### src/rtl/pc_fetch_unit_pkg.sv
// Shared word width, boot/exception vectors and fetch FSM encodings
// for the instruction fetch front end.
package pc_fetch_unit_pkg;

    localparam int unsigned WORD_WIDTH = 32;
    localparam logic [WORD_WIDTH-1:0] ZERO_WORD    = '0;
    localparam logic [WORD_WIDTH-1:0] RESET_VECTOR = 32'h0000_0000;
    localparam logic [WORD_WIDTH-1:0] EXC_VECTOR   = 32'h0000_0180;

    localparam logic [1:0] S_BOOT = 2'd0;
    localparam logic [1:0] S_REQ  = 2'd1;
    localparam logic [1:0] S_HOLD = 2'd2;

endpackage

### src/rtl/pc_fetch_unit_next_pc_sel.sv
// Next-PC selection: branch target formation and redirect priority
// (exception > eret > taken branch > sequential).
module next_pc_sel
    import pc_fetch_unit_pkg::*;
#(
    parameter int unsigned  W          = WORD_WIDTH,
    parameter logic [W-1:0] EXC_VECTOR = W'(pc_fetch_unit_pkg::EXC_VECTOR),
    parameter int unsigned  INST_BYTES = 4
) (
    input  logic [W-1:0] pc,
    input  logic [W-1:0] inst_pc,
    input  logic         stall,
    input  logic         exc_take,
    input  logic         eret,
    input  logic [W-1:0] epc,
    input  logic         can_branch,
    input  logic         targ_else_offset,
    input  logic         branch_take,
    input  logic         pc_addr_src_reg,
    input  logic [W-1:0] rs_val,
    input  logic [W-1:0] imm,
    output logic         redirect,
    output logic [W-1:0] next_pc
);

    logic [W-1:0] src;
    logic [W-1:0] target;
    logic         branch_go;

    always_comb begin
        src       = pc_addr_src_reg ? rs_val : imm;
        target    = targ_else_offset ? src : (inst_pc + src + W'(INST_BYTES));
        // Exceptions and eret redirect even while stalled; branches do not.
        branch_go = can_branch && branch_take && !stall;
        redirect  = exc_take || eret || branch_go;
        if (exc_take)
            next_pc = EXC_VECTOR;
        else if (eret)
            next_pc = epc;
        else if (branch_go)
            next_pc = target;
        else
            next_pc = pc + W'(INST_BYTES);
    end

endmodule

### src/rtl/pc_fetch_unit.sv
// Instruction fetch unit: issues one memory request at a time, presents the
// returned instruction, holds it under stall and handles redirects/kills.
module pc_fetch_unit
    import pc_fetch_unit_pkg::*;
#(
    parameter int unsigned  W            = WORD_WIDTH,
    parameter logic [W-1:0] RESET_VECTOR = W'(pc_fetch_unit_pkg::RESET_VECTOR),
    parameter logic [W-1:0] EXC_VECTOR   = W'(pc_fetch_unit_pkg::EXC_VECTOR),
    parameter int unsigned  INST_BYTES   = 4
) (
    input  logic         clk,
    input  logic         rst,
    input  logic         stall,
    input  logic         exc_take,
    input  logic         eret,
    input  logic [W-1:0] epc,
    input  logic         can_branch,
    input  logic         targ_else_offset,
    input  logic         branch_take,
    input  logic         pc_addr_src_reg,
    input  logic [W-1:0] rs_val,
    input  logic [W-1:0] imm,
    output logic         imem_req,
    output logic [W-1:0] imem_addr,
    input  logic         imem_gnt,
    input  logic [W-1:0] imem_rdata,
    output logic [W-1:0] pc,
    output logic [W-1:0] inst,
    output logic [W-1:0] inst_pc,
    output logic         inst_valid
);

    logic [1:0]   state;
    logic         kill;
    logic [W-1:0] kill_pc;
    logic         redirect;
    logic [W-1:0] next_pc;

    next_pc_sel #(
        .W          (W),
        .EXC_VECTOR (EXC_VECTOR),
        .INST_BYTES (INST_BYTES)
    ) u_next_pc_sel (
        .pc               (pc),
        .inst_pc          (inst_pc),
        .stall            (stall),
        .exc_take         (exc_take),
        .eret             (eret),
        .epc              (epc),
        .can_branch       (can_branch),
        .targ_else_offset (targ_else_offset),
        .branch_take      (branch_take),
        .pc_addr_src_reg  (pc_addr_src_reg),
        .rs_val           (rs_val),
        .imm              (imm),
        .redirect         (redirect),
        .next_pc          (next_pc)
    );

    assign imem_req  = (state == S_REQ) && !rst;
    assign imem_addr = pc;

    always_ff @(posedge clk) begin
        if (rst) begin
            state      <= S_BOOT;
            pc         <= RESET_VECTOR;
            inst       <= W'(ZERO_WORD);
            inst_pc    <= W'(ZERO_WORD);
            inst_valid <= 1'b0;
            kill       <= 1'b0;
            kill_pc    <= W'(ZERO_WORD);
        end else begin
            case (state)
                S_BOOT: state <= S_REQ;
                S_REQ: begin
                    if (redirect) begin
                        inst_valid <= 1'b0;
                        // Pending request stays on the bus; its data is dropped later.
                        if (imem_gnt) begin
                            pc   <= next_pc;
                            kill <= 1'b0;
                        end else begin
                            kill    <= 1'b1;
                            kill_pc <= next_pc;
                        end
                    end else if (imem_gnt && kill) begin
                        pc         <= kill_pc;
                        kill       <= 1'b0;
                        inst_valid <= 1'b0;
                    end else if (stall) begin
                        if (inst_valid)
                            state <= S_HOLD;
                    end else if (imem_gnt) begin
                        inst       <= imem_rdata;
                        inst_pc    <= pc;
                        inst_valid <= 1'b1;
                        pc         <= next_pc;
                    end else begin
                        inst_valid <= 1'b0;
                    end
                end
                S_HOLD: begin
                    // pc already holds the sequential successor of the held instruction.
                    if (redirect) begin
                        pc         <= next_pc;
                        inst_valid <= 1'b0;
                        state      <= S_REQ;
                    end else if (!stall) begin
                        inst_valid <= 1'b0;
                        state      <= S_REQ;
                    end
                end
                default: state <= S_BOOT;
            endcase
        end
    end

endmodule

### config.mk
export PLATFORM = sky130hd
export DESIGN_NAME = pc_fetch_unit
export DESIGN_NICKNAME = d
export VERILOG_FILES = /design/src/rtl/pc_fetch_unit_pkg.sv /design/src/rtl/pc_fetch_unit_next_pc_sel.sv /design/src/rtl/pc_fetch_unit.sv
export SDC_FILE = /design/constraint.sdc
export NUM_CORES = 1
export LEC_CHECK = 0
export CELL_PAD_IN_SITES_DETAIL_PLACEMENT = 1
export CELL_PAD_IN_SITES_GLOBAL_PLACEMENT = 1
export CORE_MARGIN = 1
export CORE_UTILIZATION = 38
export DETAILED_ROUTE_END_ITERATION = 8
export GPL_ROUTABILITY_DRIVEN = 0
export PLACE_DENSITY = 0.93
export SLEW_MARGIN = 20
export SYNTH_ARGS = -nofsm -noshare
export SYNTH_HDL_FRONTEND = slang
export SYNTH_HIERARCHICAL = 1
export SYNTH_SLANG_ARGS = --single-unit
### constraint.sdc
create_clock -name clk -period 7.11 [get_ports clk]
set_input_delay 1.422 -clock clk [delete_from_list [all_inputs] [get_ports clk]]
set_output_delay 1.422 -clock clk [all_outputs]
set_load 0.005 [all_outputs]
==> flow_metrics.env <==
export IMPL_clock_sinks=132
export IMPL_io_buffer_count=267
export IMPL_global_route_usage_met1_pct=39.1
export IMPL_p_leak_nw=4.60
export IMPL_worst_path_dominant_cell_family="compound AO/OA/AOI/OAI gates"
export IMPL_final_nets=1627
export IMPL_startpoint_of_the_worst_hold_path="inst[14]"
export IMPL_clock_tree_from_tritoncts="done"
export IMPL_timing_fmax_mhz=176
export IMPL_io_pins=268
export IMPL_timing_max_transition_violations_final=0
export IMPL_avgSynthCellArea_um2=7.61
export IMPL_timing_reg2reg_setup_slack_ns=3.31
export IMPL_area_growth_pct=34.7
export IMPL_clock_latency_ns=0.43
export IMPL_setup_worst_path_class="primary input to flip-flop"
export IMPL_overflow=0
export IMPL_fin_crit_ns=5.68
export IMPL_netlist_instances=1238
export IMPL_count_of_unresolved_drc_violations_after_routing=1
export IMPL_gr_max_usage_layer="met2"
export IMPL_synth_cell_area_mm2=0.00942
export IMPL_yosysTopAreaCell="sky130_fd_sc_hd__dfxtp_1"
export IMPL_failed_checks="DRC"
export IMPL_r2r_start="inst_pc[1]"
export IMPL_drt_pass1_iterations=9
export IMPL_finalHoldWorstSlack_ns=0.453
export IMPL_floorplan_initialDensity_pct=38.7
export IMPL_timing_final_hold_violations=0
export IMPL_routed_via_density=6.27
export IMPL_proportion_of_register_bits_with_asynchronous_set_or_reset_after_synthesis_pct=0
export IMPL_data_arrival_at_the_endpoint_of_the_critical_path_ns=6.01
export IMPL_grt_setup_unrepaired="no"
export IMPL_drt_wirelength_per_cell_um=23.3
export IMPL_final_layout_size_suffix_gt1_share_pct=7.16
export IMPL_via_count_of_the_first_global_routing_pass=11400
export IMPL_r2r_end="imem_addr[19]"
export IMPL_n_antenna_cell=0
export IMPL_tightest_slew_ns=1.13
export IMPL_cts_hold_buffers_added=0
export IMPL_report_power_total_mw=2.25
export IMPL_fp_dieArea_mm2=0.0254
export IMPL_max_slew_margin_rel_pct=24.1
export IMPL_cp_start_kind="primary input"
export IMPL_rows=57
export IMPL_dr_total_vias=11100
export IMPL_max_rail_drop_vdd_mv=0.147
export IMPL_critical_path_required_ns=7.45
export IMPL_cts_clk_slew_worst_paths_ns=0.06
export IMPL_syn_num_nets=1439
export IMPL_drt_iter0_markers=1091
export IMPL_distinct_cells_synth=71
export IMPL_power_per_cell_area_mw_per_mm2=177
export IMPL_postCtsSetupRepairBufs=0
export IMPL_total_global_route_track_usage_pct=31.6
export IMPL_final_period_utilization_pct=79.8
export IMPL_worstSetupEndpointType="flip-flop"
export IMPL_route_final_wire_length_um=41100
export IMPL_core_area_mm2=0.0243
export IMPL_worst_hold_path_stage_count=2
export IMPL_r2r_cells=12
export IMPL_fin_ws_ns=1.43
export IMPL_yosysTopAreaCellShare_pct=28.1
export IMPL_post_dp_hpwl_um=28900
export IMPL_global_route_usage_met3_pct=7.42
export IMPL_finClkSkew_ns=0.0137
export IMPL_number_of_buffers_and_inverters_on_the_critical_path=2
export IMPL_critical_path_max_stage_delay_ns=0.74
export IMPL_cp_max_fo=10
export IMPL_fin_tns_setup_ns=0
export IMPL_resized_cells_post_cts=0
export IMPL_grt_max_degree=71
export IMPL_grt_first_pass_wirelength_um=63800
export IMPL_yosys_warnings=6
export IMPL_h_tree_depth=4
export IMPL_clock_tree_root_cell="sky130_fd_sc_hd__clkbuf_16"
export IMPL_top_reg_cell_synth="sky130_fd_sc_hd__dfxtp_1"
export IMPL_min_to="inst[14]"
export IMPL_synth_area_leaders="sky130_fd_sc_hd__dfxtp_1 (28%), sky130_fd_sc_hd__nand2_1 (9.9%), sky130_fd_sc_hd__a21oi_1 (8.5%), sky130_fd_sc_hd__ha_1 (8.2%), sky130_fd_sc_hd__a222oi_1 (3.8%)"
export IMPL_run_status="finished, violations left"
export IMPL_grt_use_met2_pct=52.4
export IMPL_cp_slowest_cell="sky130_fd_sc_hd__clkdlybuf4s50_1"
export IMPL_die_w_um=159
export IMPL_timing_critical_path_cells="clkdlybuf4s50_1 -> buf_4 -> mux2_2 -> ha_1 -> ha_1 -> o21ai_0 -> o211ai_1 -> a31oi_2 -> a21boi_0 -> a31oi_1 -> xor2_1 -> o21ai_0 -> a222oi_1 -> nor3_1"
export IMPL_ys_seq_elements=132
export IMPL_die_height_um=159
export IMPL_placement_setup_worst_slack_ns=1.32
export IMPL_setup_viol_count_final=0
export IMPL_synth_sequential_area_ratio_pct=28.1
export IMPL_antenna_found_initial=0
export IMPL_detail_route_antenna_nets=0
export IMPL_final_core_util_pct=52.2
export IMPL_hold_crit_class="flip-flop to flip-flop"
export IMPL_count_of_maximum_capacitance_violations=0
export IMPL_clock_buffers_created_by_tritoncts=17
export IMPL_clk_path_buf_depth=2
export IMPL_edff_count_synth=0
==> worst min-delay path: stages, from the launching register on <==
cell                      delay [ns]
sky130_fd_sc_hd__dfxtp_1        0.31
sky130_fd_sc_hd__nand2_1        0.05
sky130_fd_sc_hd__a21oi_1        0.05
==> Yosys cell counts (all sizes together), types with 4 or more instances <==
cell type,instances
a211o,4
a211oi,9
a21o,10
a21oi,160
a221o,4
a222oi,36
a22o,34
a31oi,9
and2,6
and3,15
buf,64
clkbuf,54
dfxtp,132
ha,62
inv,12
mux2,31
mux2i,4
nand2,249
nand2b,5
nand3,23
nand4,27
nor2,45
nor2b,6
nor3,69
o211ai,15
o21ai,44
o31ai,4
or3,6
xnor2,20
xor2,25
==> layer usage <==
metal	up-vias	part of all wire (%)
li1	4891	-
met1	5347	39
met2	675	47
met3	141	10
met4	0	3.9
met5	-	0
==> final cells by class <==
cell class	instances	area (µm²)
clock inverter	15	216
inverter	14	52.6
sequential	132	2640
tap	324	405
timing repair buffer	287	2820
fill	2938	11600
multi-input combinational	974	6120
clock buffer	17	425
==> sequential cells by signal, summed over array words and instances (netlist names) <==
register,flops
imem_addr,32
inst,32
inst_pc,32
kill_pc,32
state,2
inst_valid,1
kill,1
==> report_power, final <==
group	internal [mW]	leakage (nW)	switching, mW
combinational	0.220	3.23	0.223
sequential	0.762	1.07	0.0510
clock	0.599	0.307	0.395
==> logic make-up (layout without fill, tap and decap cells) <==
kind of cell / Yosys count / after routing / synth area share, %
and+or+nand+nor: 466 / 466 / 22.3
xor gates and xnor gates: 45 / 45 / 4.19
AOI/OAI and AO/OA: 365 / 365 / 25.7
buffers and inverters: 132 / 333 / 7.15
DFF: 132 / 132 / 28.1
adders and majority gates: 63 / 63 / 8.45
muxes: 35 / 35 / 4.13
==> worst max path at each step <==
| stage | start | end | slack (ns) | cells after the start |
|---|---|---|---|---|
| 5_1_grt | pc_addr_src_reg | imem_addr[30] | 1.35 | 14 |
| 2_1_floorplan | pc_addr_src_reg | imem_addr[23] | 1.85 | 15 |
| 3_5_place_dp | pc_addr_src_reg | imem_addr[23] | 1.32 | 14 |
| 4_1_cts | pc_addr_src_reg | imem_addr[23] | 1.65 | 14 |
| 6_report | pc_addr_src_reg | imem_addr[19] | 1.43 | 14 |
| 3_3_place_gp | pc_addr_src_reg | imem_addr[23] | 1.41 | 14 |
==> placed cells by master (no fill, tap or decap), types with 5 or more instances in the layout <==
master,Yosys,layout
sky130_fd_sc_hd__a211oi_1,8,8
sky130_fd_sc_hd__a21o_1,9,9
sky130_fd_sc_hd__a21oi_1,160,159
sky130_fd_sc_hd__a222oi_1,36,36
sky130_fd_sc_hd__a22o_1,34,34
sky130_fd_sc_hd__a31oi_1,8,8
sky130_fd_sc_hd__and2_1,6,6
sky130_fd_sc_hd__and3_1,13,12
sky130_fd_sc_hd__buf_4,32,21
sky130_fd_sc_hd__clkbuf_16,0,17
sky130_fd_sc_hd__clkdlybuf4s50_1,0,266
sky130_fd_sc_hd__dfxtp_1,132,132
sky130_fd_sc_hd__ha_1,62,62
sky130_fd_sc_hd__inv_1,12,12
sky130_fd_sc_hd__mux2_2,31,31
sky130_fd_sc_hd__nand2_1,249,248
sky130_fd_sc_hd__nand2b_1,5,5
sky130_fd_sc_hd__nand3_1,23,22
sky130_fd_sc_hd__nand4_1,27,27
sky130_fd_sc_hd__nor2_1,45,45
sky130_fd_sc_hd__nor2b_1,5,5
sky130_fd_sc_hd__nor3_1,68,68
sky130_fd_sc_hd__o211ai_1,15,15
sky130_fd_sc_hd__o21ai_0,43,43
sky130_fd_sc_hd__or3_1,6,6
sky130_fd_sc_hd__xnor2_1,20,20
sky130_fd_sc_hd__xor2_1,25,25
==> through the flow <==
step                instance area [µm²]  cells
finish                            12700   1763
global route                      12700   1763
CTS                               12700   1763
detailed placement                12000   1731
global placement                  12000   1731
floorplan                          9420   1238
Power figures use the tool's default switching activity.
